==> src/rtl/pipeline_pkg.sv <==
// ============================================================================
// pipeline_pkg : shared fetch/decode types and constants
// Rev 1.0
// ============================================================================
`default_nettype none

package pipeline_pkg;

   localparam int INSTR_W = 32;
   localparam logic [INSTR_W-1:0] NOP_INSTR = 32'h0000_0000;

   typedef struct packed {
      logic [INSTR_W-1:0] instr;
      logic [INSTR_W-1:0] npc;
   } fetch_entry_t;

endpackage

`default_nettype wire

==> src/rtl/pfb_storage.sv <==
// ============================================================================
// pfb_storage : DEPTH x fetch_entry_t register array, sync write / async read
// Rev 1.0
// ============================================================================
`default_nettype none

module pfb_storage
   import pipeline_pkg::*;
#(
   parameter int DEPTH = 4,
   parameter int AW    = $clog2(DEPTH)
) (
   input  logic          clk,
   input  logic          we,
   input  logic [AW-1:0] waddr,
   input  fetch_entry_t  wdata,
   input  logic [AW-1:0] raddr,
   output fetch_entry_t  rdata
);

   fetch_entry_t mem [DEPTH];

   always_ff @(posedge clk) begin
      if (we) begin
         mem[waddr] <= wdata;
      end
   end

   assign rdata = mem[raddr];

endmodule

`default_nettype wire

==> src/rtl/if_prefetch_buffer.sv <==
// ============================================================================
// if_prefetch_buffer : fetch->decode prefetch FIFO with branch flush.
// Optional macro PFB_BYPASS_EN: zero-latency pass-through when empty.
// Rev 1.0
// ============================================================================
`default_nettype none

module if_prefetch_buffer
   import pipeline_pkg::*;
#(
   parameter int                 DEPTH    = 4,
   parameter logic [INSTR_W-1:0] NOP_WORD = NOP_INSTR
) (
   input  logic                     clk,
   input  logic                     rst,
   input  logic                     in_valid,
   output logic                     in_ready,
   input  logic [31:0]              in_instr,
   input  logic [31:0]              in_npc,
   input  logic                     flush,
   input  logic                     stall,
   output logic                     out_valid,
   output logic [31:0]              IF_ID_instr,
   output logic [31:0]              IF_ID_npc,
   output logic [$clog2(DEPTH):0]   occupancy
);

   localparam int PW = $clog2(DEPTH);
   localparam int CW = PW + 1;
   localparam logic [CW-1:0] FULL_COUNT = CW'(DEPTH);

   logic [PW-1:0] wr_ptr;
   logic [PW-1:0] rd_ptr;
   logic [CW-1:0] count;

   logic         head_valid;
   logic         bypass;
   logic         push;
   logic         pop;
   logic         we;
   fetch_entry_t wdata;
   fetch_entry_t head;

   assign in_ready   = (count != FULL_COUNT);
   assign head_valid = (count != '0);

`ifdef PFB_BYPASS_EN
   // Empty buffer hands the fetched entry straight to decode; it is never stored.
   assign bypass = (count == '0) & in_valid & ~stall & ~flush;
`else
   assign bypass = 1'b0;
`endif

   assign push  = in_valid & in_ready & ~bypass;
   assign pop   = head_valid & ~stall;
   assign we    = push & ~flush & ~rst;
   assign wdata = '{instr: in_instr, npc: in_npc};

   pfb_storage #(
      .DEPTH (DEPTH),
      .AW    (PW)
   ) u_storage (
      .clk   (clk),
      .we    (we),
      .waddr (wr_ptr),
      .wdata (wdata),
      .raddr (rd_ptr),
      .rdata (head)
   );

   always_ff @(posedge clk) begin
      if (rst || flush) begin
         wr_ptr <= '0;
         rd_ptr <= '0;
         count  <= '0;
      end else begin
         if (push) wr_ptr <= wr_ptr + PW'(1);
         if (pop)  rd_ptr <= rd_ptr + PW'(1);
         case ({push, pop})
            2'b10:   count <= count + CW'(1);
            2'b01:   count <= count - CW'(1);
            default: count <= count;
         endcase
      end
   end

   assign out_valid   = head_valid | bypass;
   assign IF_ID_instr = head_valid ? head.instr : (bypass ? in_instr : NOP_WORD);
   assign IF_ID_npc   = head_valid ? head.npc   : (bypass ? in_npc   : 32'h0);
   assign occupancy   = count;

endmodule

`default_nettype wire

==> config.mk <==
export PLATFORM = sky130hd
export DESIGN_NAME = if_prefetch_buffer
export DESIGN_NICKNAME = d
export VERILOG_FILES = /design/src/rtl/pipeline_pkg.sv /design/src/rtl/pfb_storage.sv /design/src/rtl/if_prefetch_buffer.sv
export SDC_FILE = /design/constraint.sdc
export NUM_CORES = 1
export LEC_CHECK = 0
export BUFFER_PORTS_ARGS = -buffer_cell sky130_fd_sc_hd__buf_2
export CAP_MARGIN = 20
export CORE_ASPECT_RATIO = 0.75
export CORE_MARGIN = 10
export CORE_UTILIZATION = 57
export DETAILED_ROUTE_END_ITERATION = 10
export GPL_TIMING_DRIVEN = 0
export PLACE_DENSITY_LB_ADDON = 0.12
export SYNTH_ARGS = -nofsm -noshare
export SYNTH_HDL_FRONTEND = slang
export SYNTH_HIERARCHICAL = 1
export SYNTH_SLANG_ARGS = --single-unit
==> constraint.sdc <==
create_clock -name clk -period 7.5 [get_ports clk]
set_input_delay 0.375 -clock clk [delete_from_list [all_inputs] [get_ports clk]]
set_output_delay 0.375 -clock clk [all_outputs]
set_load 0.01 [all_outputs]
# Yosys cells after proc, flatten, opt, wreduce, memory -nomap -nowiden
# Memory sizes are Yosys's and may differ from the RTL's. A register that Yosys moved wholly into a read port is not among the register bits.
# Index checks and enable logic that the tools add are counted.
# word_totals
ff_bits	7
ramBits	256
out_inout_bits	69
memories	1
# mem_list
name	words	width	read_ports	rd_ports_with_merged_regs	wr	line_no	source
u_storage.mem	4	64	1	1	1	pfb_storage.sv:21	fetch_entry_t mem [DEPTH];
# classes
n_addsub	4
n_eq_ne	3
mux	7
n_bitwise	7
n_reduce_logical	3
# ops
op	count
$mux W32	2
$pmux W3 S2	1
$add A2 B1 Y2 const B	2
$and A1 B1 Y1	4
$mux W2	2
$add A3 B1 Y3 const B	1
$ne A3 B3 Y1 const B	1
$not A1 Y1	3
$reduce_bool A3 Y1	1
$sub A3 B1 Y3 const B	1
$eq A2 B1 Y1 const B	1
$eq A2 B2 Y1 const B	1
$mux W1	2
$reduce_bool A2 Y1	1
$logic_or A1 B1 Y1	1

# Depth between registers and ports, before layout
# Gate-level depths: netlist (run 1).
# logic_depth
depth_word	6
ltp_mapped	9
ltp_nobuf	9

# By module
# Netlist (run 1), hierarchy kept.
# by_module_without_submodules
mod	instances	cells_each	area_per_inst_um2	seq_area_each_um2
pfb_storage	1	338	9341.5	7687.4
if_prefetch_buffer	1	116	837.1	140.1

# Worst setup path before layout (run 1)
# No wires, ideal clock.
# synth_path
kind	input to register
startpoint	input flush
endpoint	memory u_storage/mem[0][0] in the netlist's numbering (enable)
setup_time_ns	0.578
arrival_time_ns	5.686
setup_slack_ns	1.236
cell_stages	4
path_cell_list	or2_2 clkbuf_1 nor2_1 nor3b_1
# synth_between
elab_chain_cells	5
# synth_lines
element	line_no	source
start: declaration	if_prefetch_buffer.sv:20	input logic flush,
$not A1 Y1	if_prefetch_buffer.sv:56	assign we = push & ~flush & ~rst;
$and A1 B1 Y1 (2 in a row)	if_prefetch_buffer.sv:56	
named net we	if_prefetch_buffer.sv:40	logic we;
$mux W1	pfb_storage.sv:24	if (we) begin
$mux W1 (implied by the code)	pfb_storage.sv:25	mem[waddr] <= wdata;
end: declaration	pfb_storage.sv:21	
# The timed path passes the listed nets, and every way through them passes these cells.

# Worst setup path in the final report (run 1)
# layout_path
startpoint	register count[0] (netlist: occupancy[0])
endpoint	memory u_storage/mem[0][40] in the netlist's numbering (enable)
# layout_between
elab_chain_cells	6
# layout_lines
element	line_no	source
start: declaration	if_prefetch_buffer.sv:34	logic [CW-1:0] count;
start signal: assignment	if_prefetch_buffer.sv:80	2'b10: count <= count + CW'(1);
start signal: assignment	if_prefetch_buffer.sv:81	2'b01: count <= count - CW'(1);
start signal: assignment	if_prefetch_buffer.sv:82	default: count <= count;
$ne A3 B3 Y1	if_prefetch_buffer.sv:44	assign in_ready = (count != FULL_COUNT);
$and A1 B1 Y1	if_prefetch_buffer.sv:54	assign push = in_valid & in_ready & ~bypass;
$and A1 B1 Y1 (2 in a row)	if_prefetch_buffer.sv:56	
named net we	if_prefetch_buffer.sv:40	
$mux W1	pfb_storage.sv:24	
$mux W1 (implied by the code)	pfb_storage.sv:25	
# The timed path passes the listed nets, and every way through them passes these cells.

==> results.ini, run 1 <==
[job]
maxCapViolCount = 0

[cts]
root_buffer = clkbuf_16
cts_buffer_depth = 3
cts.htree.levels = 1
cts.repair.resized = 0
clk_latency_ns = 0.51
postCtsHoldBufs = 0
cts_setup_buffers = 0
clk_pin_slew_worst_paths_ns = 0.06
cts_tree = done
cts.sinks = 263
cts-buffers-inserted = 26

[sta]
setup_violations = 0
finalHoldViolations = 0
rsz0062_at_grt = no
max_slew_margin_pct = 43.8
finClkSkew_ns = 0.0129
min_period_over_period_pct = 39.5
period_needed_ns = 2.96
holdWs_ns = 0.0663
fmaxAchievable_mhz = 337
maxSlewViolCount = 0
tightest_slew_ns = 0.839
layout_setup_ws_ns = 4.54

[grt]
antenna_found_initial = 6
grt_use_total_pct = 15.9
grt_max_degree = 50
grt_pass1_wl_microns = 29200
grt_pass1_vias = 5197
grt_overflow = 0

[yosys]
synth_fa_ha_area_share_pct = 0.320
synthTopCellsByArea = edfxtp_1, mux4_2, and2_1
synth_cell_types = 26
yosys.area.top_type = edfxtp_1
synth_area_sq_um = 10200
yosys_warnings = 6
seq_area_frac_synth_pct = 76.9
syn_avg_cell_area_sq_um = 22.4
synth_compound_area_share_pct = 0.541
syn_nets = 525
synth.area.mux_share_pct = 14.3
synth-simple-area-share_pct = 5.16
netlist_instances = 454
synth_top_cell_area_share_pct = 75.5
synth_xor_area_share_pct = 0.172
synth_top_family_by_area = multiplexers
ys_ff_latch = 263

[placement]
place_area_sq_um = 11300
gp_congestion = 0.735
dp.cells = 843
io_buffer_count = 137
dp_hpwl_microns = 12300
dpl_worst_slack_ns = 4.32

[critical_path]
reg2reg_slack_ns = 4.54
worstSetupEndpoint = u_storage/mem[0][40]
crit_path_cell_trace = nor3b_1, inv_1, nand2_1, nor2_1, nor3b_2, buf_6, buf_6, buf_6, buf_6, buf_6
critPathArrivalTime_ns = 3.18
path_class = reg -> reg
required_ns = 7.71
reg2reg_to = u_storage/mem[0][40]
slowest_delay_ns = 0.74
reg2reg_depth = 10
end_kind = flop
worstPathMaxFanout = 10
cp-start-kind = flop
cp_common_cell = buf_6
r2r_start = occupancy[0]
startpoint = occupancy[0]
critPathSlowestCell = nor3b_2

[cells_and_area]
final_util_pct = 69.8
multi_input_area_sq_um = 2100
fillers = 1127
nNetsFinal = 700
drive_above_1_share_pct = 42.2
finish.instance_area_sq_um = 12300
final-seq-area_sq_um = 7830
areaGrowthSynthToFinish_pct = 20.7
fin_cells = 895

[die]
initial_utilization_pct = 57.8
core_sq_um = 17600
die_h_microns = 136
io_pins = 138
die_w_microns = 174
rows = 42
design.die.area_sq_um = 23700

[detailed_routing]
first_iter_violations = 311
drc = 0
final_antenna_net_count = 0
wire_per_inst_microns = 21.0
drt_first_pass_iters = 4
routed_wl_microns = 18800
vias = 4877
vias_per_cell = 5.45

[power]
power_density_nw_per_um2 = 256
vdd_drop_max_mv = 0.188
leakagePower_nw = 4.27

[min_path]
worstHoldStart = in_npc[17]
min_path_type = in -> reg

[outcome]
status = finished, final reports clean

==> power by group <==
| part | internal (W) | total, W | switching [W] |
|---|---|---|---|
| combinational | 0.0000735 | 0.000154 | 0.0000806 |
| clock | 0.000848 | 0.00135 | 0.000506 |
| sequential | 0.00163 | 0.00163 | 0.00000491 |
==> flip-flops by register name, summed over array words and instances (netlist names) <==
| name | count |
|---|---|
| u_storage/mem | 256 |
| occupancy | 3 |
| rd_ptr | 2 |
| wr_ptr | 2 |
==> cells by family after synthesis <==
kind of cell / Yosys count
AOI/OAI and AO/OA: 11
xor gates and xnor gates: 2
adders and majority gates: 2
buffers and inverters: 28
DFF: 263
muxes: 64
and+or+nand+nor: 84
==> synth_stat cells, drive strengths merged <==
library cell    n
dfxtp           7
o21ai           5
clkbuf          3
nand2           2
nand2b          1
xor2            2
inv             6
edfxtp        256
and2           64
ha              1
mux4           64
or3             5
and3b           2
nor3b           2
fa              1
buf            19
nor2            5
and3            1
a21oi           6
nor3            1
or2             1
==> metrics by stage <==
stage,setup TNS (ns),total power [W]
2_1_floorplan,0,0.00175
3_3_place_gp,-171.15,0.00181
3_5_place_dp,0,0.00182
4_1_cts,0,0.00317
5_1_grt,0,0.00325
6_report,0,0.00314
==> routing by layer <==
metal	wire [microns]	vias to the layer above	global-route usage, %
li1	-	2217	-
met1	7800	2484	20.0
met2	9380	143	26.8
met3	1200	29	4.65
met4	346	4	3.88
met5	21	-	0
==> critical path: cells and delay by family, from the launching register on <==
| family | cells | cell delay (ns) |
|---|---|---|
| buffers and inverters | 6 | 0.99 |
| flip-flops | 1 | 0.46 |
| AND/OR/NAND/NOR | 4 | 1.20 |
==> cell type report <==
type	instances	share of cell area, %
flip-flops and latches	263	63.7
plain buffers	22	1.97
clock buffers	33	5.85
repair buffers	147	6.93
well taps	242	2.47
multi-input cells	163	17.1
diodes	4	0.0815
inverters	6	0.183
clock inverters	15	1.65
==> worst min path at each step <==
| stage | depth (start not counted) | slack [ns] | end |
|---|---|---|---|
| 2_1_floorplan | 2 | 0.46 | rd_ptr[1] |
| 3_3_place_gp | 2 | 0.47 | rd_ptr[1] |
| 3_5_place_dp | 2 | 0.48 | rd_ptr[1] |
| 4_1_cts | 1 | 0.05 | u_storage/mem[2][17] |
| 5_1_grt | 1 | 0.06 | u_storage/mem[2][28] |
| 6_report | 1 | 0.07 | u_storage/mem[2][17] |
==> cell usage in the layout (no fill, tap or decap), drive strengths merged, types with 2 or more instances in the layout <==
| master | count |
|---|---|
| a21oi | 6 |
| and2 | 64 |
| and3b | 2 |
| buf | 166 |
| bufinv | 5 |
| clkbuf | 36 |
| clkinv | 7 |
| clkinvlp | 3 |
| dfxtp | 7 |
| diode | 4 |
| edfxtp | 256 |
| inv | 6 |
| mux4 | 64 |
| nand2 | 2 |
| nor2 | 5 |
| nor3b | 2 |
| o21ai | 5 |
| or3 | 5 |
| xor2 | 2 |
Power figures use the tool's default switching activity.
==> inputs of run 2 (changes only) <==
--- a/config.mk
+++ b/config.mk
@@ -5,11 +5,12 @@
 export SDC_FILE = /design/constraint.sdc
 export NUM_CORES = 1
 export LEC_CHECK = 0
+export ABC_AREA = 1
 export BUFFER_PORTS_ARGS = -buffer_cell sky130_fd_sc_hd__buf_2
 export CAP_MARGIN = 20
 export CORE_ASPECT_RATIO = 0.75
 export CORE_MARGIN = 10
-export CORE_UTILIZATION = 57
+export CORE_UTILIZATION = 53
 export DETAILED_ROUTE_END_ITERATION = 10
 export GPL_TIMING_DRIVEN = 0
 export PLACE_DENSITY_LB_ADDON = 0.12
==> constraint.sdc (replaced) <==
create_clock -name clk -period 2.6 [get_ports clk]
set_input_delay 0.13 -clock clk [delete_from_list [all_inputs] [get_ports clk]]
set_output_delay 0.13 -clock clk [all_outputs]
set_load 0.01 [all_outputs]
==> run 2 against run 1 <==
Against the previous run:
- first-iteration DRC count is 47% higher
- critical path type unchanged
- largest cell class unchanged
- synthesized cell count grew to 2.6 times the previous value
- synthesized area grew 19%
- final area grew 24%
- routed wire length is 41% higher
- via count grew 67%
- clock power rose to 2.7 times the previous value
==> results.ini, run 2 <==
[cells_and_area]
largest_reg_flops = 256
final_common_cell = inv_1
final_util_pct = 68.1
fillers = 1651
top_register = u_storage/mem
areaGrowthSynthToFinish_pct = 25.2
mostFrequentLayoutCells = inv_1, nand2_1, edfxtp_1, buf_2, nand3_1
nNetsFinal = 1524
drive_above_1_share_pct = 20.3

[min_path]
worstHoldPathCells = 4
worstHoldStart = flush
min_path_type = in -> reg
min_to = u_storage/mem[2][6]

[yosys]
ys.flop_type = edfxtp_1
ys_ff_latch = 263
synth_edf_count = 256
yosys_warnings = 6
synthTopCellsByArea = edfxtp_1, inv_1, nand2_1
syn_avg_cell_area_sq_um = 10.1
syn_nets = 1272
synth_cell_types = 20
netlist_instances = 1201
seq_area_frac_synth_pct = 64.6
synth_area_sq_um = 12100
synthTopCellsByCount = inv_1, nand2_1, edfxtp_1
async_flop_share_pct = 0
yosys.area.top_type = edfxtp_1
synth_top_cell_area_share_pct = 63.4

[detailed_routing]
final_antenna_net_count = 0
drc = 0
wire_per_inst_microns = 15.0
vias_per_cell = 4.60
routed_wl_microns = 26500
first_iter_violations = 458
drt_first_pass_iters = 7
vias = 8139

[sta]
period_needed_ns = 2.45
rsz0062_at_grt = no
finClkSkew_ns = 0.0133
fmaxAchievable_mhz = 409
min_period_over_period_pct = 94.1
maxSlewViolCount = 0
finalHoldViolations = 0
setup_violations = 0
max_slew_margin_pct = 47.1
tightest_slew_ns = 0.791

[cts]
cts-buffers-inserted = 26
cts.sinks = 263
cts_tree = done
clk_latency_ns = 0.52
cts.htree.levels = 1
cts_buffer_depth = 3
cts.repair.resized = 0
root_buffer = clkbuf_16
clk_pin_slew_worst_paths_ns = 0.06

[placement]
dp_hpwl_microns = 17800
gp_congestion = 0.757
io_buffer_count = 137

[die]
die_h_microns = 151
design.die.area_sq_um = 29400
io_pins = 138
initial_utilization_pct = 54.4
rows = 47
die_w_microns = 195
core_sq_um = 22300

[grt]
grt_max_degree = 18
grt_overflow = 0
grt_pass1_vias = 7942
grt_pass1_wl_microns = 42200
antenna_found_initial = 2
grt_use_total_pct = 17.9

[critical_path]
r2r_start = occupancy[0]
crit_path_cell_trace = nor2_4, nand2_4, nand2_2, nor3_2, inv_2, nor3_4, buf_8, buf_16, buf_8
end_kind = flop
cp-start-kind = flop
critPathSlowestCell = nor3_4
path_buf_inv = 4
worstPathMaxFanout = 17
startpoint = occupancy[0]
reg2reg_to = u_storage/mem[1][20]
reg2reg_depth = 9
reg2reg_slack_ns = 0.15
critPathArrivalTime_ns = 2.68
cp_top_family = simple AND/OR/NAND/NOR gates
required_ns = 2.83
cp_common_cell = buf_8
path_class = reg -> reg
slowest_delay_ns = 0.67

[power]
vdd_drop_max_mv = 0.517
swShare_pct = 21.9
p_seq_share_pct = 50.7
switching_power_w = 0.00203
power_density_nw_per_um2 = 613
leakagePower_nw = 7.15
power_w = 0.00930
pwr-share-comb_pct = 9.4
p_clk_share_pct = 39.9
internal_power_w = 0.00726

[job]
maxCapViolCount = 0

[outcome]
status = finished, final reports clean

==> run 2: power groups by stage <==
| stage | clock network, W | logic, W | registers (W) |
|---|---|---|---|
| after detailed placement | 0 | 0.000801 | 0.00480 |
| after global routing | 0.00399 | 0.000965 | 0.00471 |
| final | 0.00371 | 0.000877 | 0.00471 |
| after CTS | 0.00378 | 0.000890 | 0.00471 |
| after floorplan | 0 | 0.000486 | 0.00481 |
| after global placement | 0 | 0.000766 | 0.00481 |
==> run 2: how the worst max path moves through the flow <==
stage	to	slack (ns)	depth (start not counted)
2_1_floorplan	u_storage/mem[0][0]	-0.22	6
3_3_place_gp	u_storage/mem[0][39]	-1.45	6
3_5_place_dp	u_storage/mem[1][19]	0.13	9
4_1_cts	u_storage/mem[0][34]	0.13	10
5_1_grt	u_storage/mem[1][20]	0.03	9
6_report	u_storage/mem[1][20]	0.15	9
==> run 2: cell families after synthesis <==
logic type / synth area share, %
buf+inv: 13.4
compound gates: 0.330
fa+ha+maj: 0.268
flops: 64.6
simple gates: 21.5
==> run 2: timing repair <==
action / 4_1_cts / 5_1_grt
hold endpoints to repair: 263 / 0
endpoints found under the setup margin: 0 / 0
buffers inserted: 0 / 0
hold buffers: 70 / 0
==> run 2: final cells by class <==
| cell class | count | area [sq um] | share of cell area [%] |
|---|---|---|---|
| Tap cell | 294 | 368 | 2.42 |
| Timing Repair Buffer | 224 | 1750 | 11.6 |
| Clock buffer | 37 | 753 | 4.96 |
| Multi-Input combinational cell | 554 | 2740 | 18.0 |
| Antenna cell | 2 | 5.00 | 0.0330 |
| Sequential cell | 263 | 7840 | 51.6 |
| Buffer | 48 | 358 | 2.36 |
| Inverter | 336 | 1260 | 8.31 |
| Clock inverter | 11 | 106 | 0.701 |
==> run 2: per-stage QoR <==
step | std cells | area, sq um | worst slack (ns) | hold slack [ns] | TNS (ns)
global placement | 1632 | 13200 | -1.45 | 0.343 | -352.33
finish | 1769 | 15200 | 0.152 | 0.200 | 0
global route | 1769 | 15200 | 0.0338 | 0.211 | 0
floorplan | 1201 | 12200 | -0.224 | 0.229 | -48.45
CTS | 1767 | 15200 | 0.130 | 0.187 | 0
detailed placement | 1649 | 13600 | 0.132 | 0.347 | 0
==> run 2: layer usage <==
metal | wire length (microns) | share of wire (%) | up-vias | GRT usage [%]
met5 | 0 | 0 | - | 0
met4 | 403 | 1.5 | 0 | 4.07
met3 | 1440 | 5.4 | 36 | 3.53
met2 | 12900 | 49 | 178 | 30.7
met1 | 11800 | 44 | 3745 | 23.1
li1 | - | - | 4180 | -
==> run 2: worst register-to-register path: cells and delay by family, from the launching register on <==
kind          cells  cell delay (ns)
flops             1             0.38
buf+inv           4             0.78
simple gates      5             1.00
==> inputs of run 3 (changes only) <==
--- a/config.mk
+++ b/config.mk
@@ -12,8 +12,9 @@
 export CORE_MARGIN = 10
 export CORE_UTILIZATION = 53
 export DETAILED_ROUTE_END_ITERATION = 10
-export GPL_TIMING_DRIVEN = 0
+export GPL_TIMING_DRIVEN = 1
 export PLACE_DENSITY_LB_ADDON = 0.12
+export SKIP_CTS_REPAIR_TIMING = 1
 export SYNTH_ARGS = -nofsm -noshare
 export SYNTH_HDL_FRONTEND = slang
 export SYNTH_HIERARCHICAL = 1
==> run 3 against run 2 <==
Against the previous run:
- the run now ends with negative hold slack left
- register-to-register slack better by 0.55 ns
- sequential power about the same
- highest routed layer unchanged
- largest power group unchanged
- final area shrank 4.1%
- combinational power fell by 11%
- die area stayed put
- sequential share of layout area increased by 2.2 points
- critical path depth shrank 3
- final cell count fell by 3.1%
==> results.ini, run 3 (synthesis results as in run 2) <==
[sta]
tightest_slew_ns = 0.875
layout_setup_ws_ns = 0.169
holdWs_ns = -0.0294
max_slew_margin_pct = 41.6
rsz0062_at_grt = no
setup_violations = 0
maxSlewViolCount = 0
finalHoldViolations = 5
tns_ns = 0
finClkSkew_ns = 0.0103
min_period_over_period_pct = 93.5
period_needed_ns = 2.43
fmaxAchievable_mhz = 411

[detailed_routing]
vias_per_cell = 4.64
vias = 7950
first_iter_violations = 545
wire_per_inst_microns = 14.7
drt_first_pass_iters = 5
routed_wl_microns = 25100
drc = 0
final_antenna_net_count = 0

[min_path]
worstHoldStart = rst
min_to = rd_ptr[1]
min_path_type = in -> reg
worstHoldPathCells = 4

[critical_path]
worstPathMaxFanout = 23
reg2reg_slack_ns = 0.70
cp-start-kind = flop
crit_path_cell_trace = nor2_4, nand2_4, inv_6, buf_4, nor2_1, buf_2
required_ns = 2.47
cp_top_family = buffers and inverters
path_buf_inv = 3
r2r_start = occupancy[2]
slowest_delay_ns = 0.57
critPathSlowestCell = buf_4
critPathArrivalTime_ns = 2.30
end_kind = output port
reg2reg_depth = 12
reg2reg_to = occupancy[2]
path_class = reg -> out
startpoint = occupancy[0]

[cells_and_area]
drive_above_1_share_pct = 18.1
areaGrowthSynthToFinish_pct = 20.1
n_antenna_cell = 0
final_util_pct = 65.3
mostFrequentLayoutCells = inv_1, nand2_1, edfxtp_1, buf_2, nand3_1
nNetsFinal = 1471
final_common_cell = inv_1
top_register = u_storage/mem
largest_reg_flops = 256

[power]
power_density_nw_per_um2 = 616
leakagePower_nw = 6.81
vdd_drop_max_mv = 0.551

[die]
initial_utilization_pct = 54.4
rows = 47
core_sq_um = 22300
design.die.area_sq_um = 29400
die_w_microns = 195
io_pins = 138
die_h_microns = 151

[cts]
clk_latency_ns = 0.52
cts-buffers-inserted = 27
root_buffer = clkbuf_16
cts.sinks = 263
cts_buffer_depth = 3
cts.htree.levels = 1
clk_pin_slew_worst_paths_ns = 0.06
cts_tree = done

[grt]
grt_pass1_vias = 7509
grt_pass1_wl_microns = 39500
grt_max_degree = 131
antenna_found_initial = 0
grt_use_total_pct = 16.5
grt_overflow = 0

[outcome]
violations = negative hold slack
status = finished, violations left

[placement]
dpl_worst_slack_ns = 0.695
dp_hpwl_microns = 14300
io_buffer_count = 137
gp_congestion = 0.784

[job]
maxCapViolCount = 0

run 3: changes by cell type in the layout (fill, tap and decap cells not counted), moves of 3 or more:
cell	previous run	this run
clkinvlp_4	1	5
buf_2	159	137
buf_4	14	7
buf_8	8	0
inv_6	0	3
clkbuf_1	10	5
buf_16	9	0
clkbuf_8	4	0
dlygate4sd3_1	70	67
run 3: final cells by class:
type	instances	area, sq um
clock buffer	32	694
clock inverter	17	103
fill	1723	7730
inverter	336	1270
multi-input combinational	554	2740
sequential	263	7840
tap	294	368
timing repair buffer	218	1550
run 3: where the power goes:
group,internal (W),leakage (nW),switching (W)
Combinational,0.000293,4.06,0.000489
Sequential,0.00470,2.37,0.0000154
Clock,0.00192,0.376,0.00155
run 3: metal layers:
layer / GRT usage, % / routed length (microns)
met4: 3.65 / 397
met3: 3.69 / 1470
met5: 0 / 0
met2: 28.0 / 11900
met1: 21.3 / 11300
run 3: worst max path at each step:
stage	to	slack, ns	cells past startpoint
after floorplan	u_storage/mem[0][0]	-0.22	6
after global placement	IF_ID_instr[31]	0.72	6
after detailed placement	IF_ID_instr[31]	0.69	6
after CTS	IF_ID_instr[31]	0.14	6
after global routing	IF_ID_instr[31]	0.06	6
final	IF_ID_instr[31]	0.17	6
run 3: metrics by stage:
step / instances / instance area, sq um / hold slack (ns) / total power (W)
after floorplan: 1201 / 12200 / 0.229 / 0.00529
after global placement: 1598 / 13100 / 0.346 / 0.00551
after detailed placement: 1598 / 13100 / 0.346 / 0.00552
after CTS: 1647 / 13900 / -0.202 / 0.00898
after global routing: 1714 / 14600 / 0.000181 / 0.00932
final: 1714 / 14600 / -0.0294 / 0.00897
run 3: worst register-to-register path, cell delays in order (launching register included):
cell	delay, ns
dfxtp_1	0.40
inv_1	0.11
nand2_4	0.13
inv_6	0.12
nor2_4	0.10
ha_1	0.17
inv_1	0.07
fa_1	0.38
nand2_1	0.11
nand3_1	0.08
nand2_1	0.06
inv_1	0.04
nor2_1	0.08
